[config.mk]
export PLATFORM = sky130hd
export DESIGN_NAME = event_timestamp_capture
export DESIGN_NICKNAME = d
export VERILOG_FILES = /design/src/rtl/event_timestamp_capture.sv
export SDC_FILE = /design/constraint.sdc
export NUM_CORES = 1
export LEC_CHECK = 0
export BUFFER_PORTS_ARGS = -buffer_cell sky130_fd_sc_hd__buf_2
export CORE_MARGIN = 3
export CORE_UTILIZATION = 40
export CTS_BUF_LIST = sky130_fd_sc_hd__clkbuf_4 sky130_fd_sc_hd__clkbuf_8
export DETAILED_ROUTE_END_ITERATION = 10
export SLEW_MARGIN = 10
export SYNTH_ARGS = -nofsm -noshare
export SYNTH_HDL_FRONTEND = slang
export SYNTH_SLANG_ARGS = --single-unit
[constraint.sdc]
create_clock -name i_clock -period 2.26 [get_ports i_clock]
set_clock_uncertainty 0.05 [all_clocks]
set_input_delay 0.565 -clock i_clock [delete_from_list [all_inputs] [get_ports i_clock]]
set_output_delay 0.565 -clock i_clock [all_outputs]
set_load 0.01 [all_outputs]
[src/rtl/event_timestamp_capture.sv]
// event_timestamp_capture
// Timestamps rising edges of i_event with the free-running i_counter value
// and queues them in a first-word-fall-through FIFO drained over valid/ready.
// The head entry is held in its own output register, so o_timestamp is
// registered and holds stable while the consumer stalls.

module event_timestamp_capture #(
   parameter int COUNTER_WIDTH = 16,
   parameter int FIFO_DEPTH    = 4
) (
   input  logic                          i_clock,
   input  logic                          i_reset,
   input  logic [COUNTER_WIDTH-1:0]      i_counter,
   input  logic                          i_event,
   output logic                          o_valid,
   input  logic                          i_ready,
   output logic [COUNTER_WIDTH-1:0]      o_timestamp,
   output logic [$clog2(FIFO_DEPTH):0]   o_level,
   output logic                          o_overflow,
   input  logic                          i_clear_overflow
);

   localparam int PTR_W = $clog2(FIFO_DEPTH);
   localparam int LVL_W = PTR_W + 1;
   localparam logic [LVL_W-1:0] LEVEL_FULL = LVL_W'(FIFO_DEPTH);

   // Registered state
   logic                     event_q_r;
   logic [PTR_W-1:0]         rd_ptr_r;
   logic [PTR_W-1:0]         wr_ptr_r;
   logic [LVL_W-1:0]         level_r;
   logic                     valid_r;
   logic                     overflow_r;
   logic [COUNTER_WIDTH-1:0] timestamp_r;
   logic [COUNTER_WIDTH-1:0] mem_r [FIFO_DEPTH];

   // Combinational decisions for the current edge
   logic                     event_s;
   logic                     pop_s;
   logic                     full_s;
   logic                     push_s;
   logic                     drop_s;
   logic [PTR_W-1:0]         rd_inc_s;
   logic [LVL_W-1:0]         level_next_s;
   logic [COUNTER_WIDTH-1:0] head_next_s;
   logic                     overflow_next_s;

   // Edge detect and push/pop/drop arbitration; full comes from the level count.
   always_comb begin
      event_s  = i_event & ~event_q_r;
      pop_s    = valid_r & i_ready;
      full_s   = (level_r == LEVEL_FULL);
      push_s   = event_s & (~full_s | pop_s);
      drop_s   = event_s & full_s & ~pop_s;
      rd_inc_s = rd_ptr_r + PTR_W'(1);
   end

   // Next occupancy: a simultaneous push and pop leaves the level unchanged.
   always_comb begin
      level_next_s = level_r;
      case ({push_s, pop_s})
         2'b10:   level_next_s = level_r + LVL_W'(1);
         2'b01:   level_next_s = level_r - LVL_W'(1);
         default: level_next_s = level_r;
      endcase
   end

   // Next head value: the entry behind the popped one, or a bypassed capture
   // when that slot is being written at this very edge.
   always_comb begin
      head_next_s = timestamp_r;
      if (pop_s) begin
         if (push_s && (rd_inc_s == wr_ptr_r)) begin
            head_next_s = i_counter;
         end else begin
            head_next_s = mem_r[rd_inc_s];
         end
      end else if (push_s && !valid_r) begin
         head_next_s = i_counter;
      end else begin
         head_next_s = timestamp_r;
      end
   end

   // Sticky overflow: a drop at the same edge as a clear keeps the flag set.
   always_comb begin
      overflow_next_s = overflow_r;
      if (drop_s) begin
         overflow_next_s = 1'b1;
      end else if (i_clear_overflow) begin
         overflow_next_s = 1'b0;
      end else begin
         overflow_next_s = overflow_r;
      end
   end

   // Control and output registers with synchronous active-low reset.
   always_ff @(posedge i_clock) begin
      if (!i_reset) begin
         event_q_r   <= 1'b1;
         rd_ptr_r    <= '0;
         wr_ptr_r    <= '0;
         level_r     <= '0;
         valid_r     <= 1'b0;
         overflow_r  <= 1'b0;
         timestamp_r <= '0;
      end else begin
         event_q_r   <= i_event;
         level_r     <= level_next_s;
         valid_r     <= (level_next_s != LVL_W'(0));
         overflow_r  <= overflow_next_s;
         timestamp_r <= head_next_s;
         if (push_s) begin
            wr_ptr_r <= wr_ptr_r + PTR_W'(1);
         end
         if (pop_s) begin
            rd_ptr_r <= rd_inc_s;
         end
      end
   end

   // Timestamp storage; contents are not reset, only the pointers are.
   always_ff @(posedge i_clock) begin
      if (push_s && i_reset) begin
         mem_r[wr_ptr_r] <= i_counter;
      end
   end

   assign o_valid     = valid_r;
   assign o_level     = level_r;
   assign o_overflow  = overflow_r;
   assign o_timestamp = timestamp_r;

endmodule

==> run metrics <==
top_reg_cell synth edfxtp_1; Site Rows 34; Crit Path Category flip-flop to flip-flop; compound-cell area share of the yosys netlist 9.89%; endpoints failing setup 0; Tmin final around 2.0 ns; Max stage delay on crit path 0.69 ns; Hold Path Sink mem_r[3][8]$_DFFE_PP_; Clock Sinks 90; Synth Register Bits 90; NumNets Final 308; top cells by area, synth edfxtp_1 (52%), dfxtp_1 (14%), mux4_2 (9.8%), a32oi_1 (4.1%), o21ai_2 (2.4%); Critical Path RT 2.49 ns; Synth Instances 224; layout cells sized above 1 38.3%; Post-synth EDFFs 64; Synth Area in Adders roughly 1.9%; CP Capture Type flip-flop; post-layout util 48.5%; Worst path slowest cell nor2_2; total CTS buffers 9; kind of cell adding the most delay to the critical path simple AND/OR/NAND/NOR gates; initial core utilization 41.7%; Mapped Avg Cell Area 16.4 um2; largest net degree at the start of global routing 17; largest family of logic cells by synthesized area multiplexers; Total GRT Usage roughly 15%; f_max approximately 500 MHz; diode count 0; area delta synth->final 16.4%; Initial DRT Pass Iterations 5; Slew Viols, Final 0; Max rail drop VDD 383 uV; CP startpoint kind flip-flop; vias in the first global route 2,057; final wirelength 7.09 mm; initial antenna violation count 0; mux contribution to synthesized area 10.5%; Worst Max-Slew Pin Slew 0.903 ns; Root Buffer clkbuf_8; relative slew slack 39.7%; commonest cells after routing, fill and taps aside edfxtp_1 (64), buf_2 (41), dfxtp_1 (26); Post-CTS Hold Buffers 0; hold crit path type primary input to flip-flop; die width a little over 100 um; H-tree Lvls 3; RSZ-0062 raised after global routing no; R2R depth 5; post-CTS sizing 0; deepest clock path buffer count 2; final worst-path cycle share 87.7%; hold_sp i_counter[8]; hold depth 1; most common cell after layout, fill and taps aside edfxtp_1; Ys Warns 0; WP data arrival 2.21 ns; RD Place Congestion 0.693; core region area ~0.009 mm2; grt ovf 0; maximum capacitance violations 0; IO Pins 42; Detail Placement HPWL between 4 and 5 mm; TritonCTS clock tree yes; Worst-path clk slew around 0.090 ns; Die Y-Extent 102 um; vias after detailed routing about 2,100; Leak Pwr 0.00159 uW; initial DRC count 175; post-synthesis simple-gate area fraction 5.86%; DR vias/cell 5.32; Clk Latency, worst-skew pair 0.35 ns; status completed; Yosys top cell by area edfxtp_1; CP cell instances nand2_1, buf_4, nor2_2, a32oi_1, o21ai_2; Buffers & Inverters on Critical Path 1; die area about 0.010 mm2; xor/xnor cell area share of the yosys netlist under 10%; mapped cell area 0.00367 mm2; Distinct cells, synth 42; setup bufs post-CTS 0; critical register-to-register path startpoint o_valid$_SDFF_PN0_; CP max FO 16; Filler cells just under 800; R2R setup slack 0.28 ns; Power Density about 820 mW/mm2; Hold Fails Final Rpt 0; Detail Route Antenna Nets 0; post-synthesis sequential area ratio 66.6%; number of port buffers 41; Setup TNS Final 0 ns; synthesized net count 250; FF-to-FF End o_timestamp[0]$_SDFFE_PN0P_; global-route wire length before repair 11.3 mm; async set or reset register ratio after synthesis 0%; post-synth top area share 52.4%; # DRC 0; wire per inst between 15 and 20 um
state kept, by name, indices dropped and copies added (netlist names):
signal / flops
mem_r: 64
o_timestamp: 16
o_level: 3
rd_ptr_r: 2
wr_ptr_r: 2
event_q_r: 1
o_overflow: 1
o_valid: 1
through the flow:
stage               worst slack (ns)  power (uW)  cells  hold slack [ns]  area, um2
finish                         0.277        3520    395            0.389       4270
global placement               0.124        2430    379            0.396       4060
global route                   0.111        3680    395            0.376       4270
detailed placement            0.0857        2430    379            0.403       4060
floorplan                      0.299        2250    224            0.459       3670
CTS                            0.246        3560    395            0.379       4270
layout make-up:
class	count	area, um2	share of cell area (%)
flip-flops and latches	90	2440	57.2
multi-input cells	104	1070	25.2
repair buffers	56	330	7.73
clock buffers	11	151	3.54
well taps	108	135	3.16
inverters	21	78.8	1.84
clock inverters	5	60.1	1.41
layer usage:
metal  global-route usage [%]  part of all wire [%]
met2                     22.8                    48
met1                     20.9                    48
met5                        0                     0
met3                     2.69                   2.6
met4                     6.75                   1.6
cells by family after synthesis:
family          Yosys count
flops                    90
fa+ha+maj                 5
mux                      18
simple gates             34
compound gates           43
buf+inv                  30
xor+xnor                  4
power by group:
group | internal, uW | total (uW) | switching, uW | leakage (uW)
combinational | 218 | 483 | 265 | 0.000700
sequential | 1840 | 1910 | 64.8 | 0.000789
clock | 576 | 1130 | 558 | 0.000106
cell usage after synthesis (2+ instances only):
library cell	n
edfxtp_1	64
buf_6	4
ha_1	4
dfxtp_1	26
inv_1	20
mux4_2	16
buf_2	2
nand3_1	5
nand2b_1	3
a32oi_1	17
o21ai_2	10
a21oi_1	2
xor2_1	2
and3_1	5
nor3_1	3
o21ai_1	8
nand2_1	3
nor2_1	6
worst register-to-register path, stage by stage (launching register included):
cell     delay [ns]
dfxtp_1        0.50
nand2_1        0.14
buf_4          0.19
nor2_2         0.69
a32oi_1        0.25
o21ai_2        0.09
worst max path at each step:
stage                  startpoint                           end  slack, ns  cells past startpoint
2_1_floorplan  o_valid$_SDFF_PN0_         mem_r[2][0]$_DFFE_PP_       0.30                      3
3_3_place_gp              i_event            o_valid$_SDFF_PN0_       0.12                      8
3_5_place_dp              i_ready  o_timestamp[10]$_SDFFE_PN0P_       0.09                      6
4_1_cts        o_valid$_SDFF_PN0_  o_timestamp[10]$_SDFFE_PN0P_       0.25                      5
5_1_grt        o_valid$_SDFF_PN0_   o_timestamp[2]$_SDFFE_PN0P_       0.11                      5
6_report       o_valid$_SDFF_PN0_   o_timestamp[0]$_SDFFE_PN0P_       0.28                      5
Power figures use the tool's default switching activity.
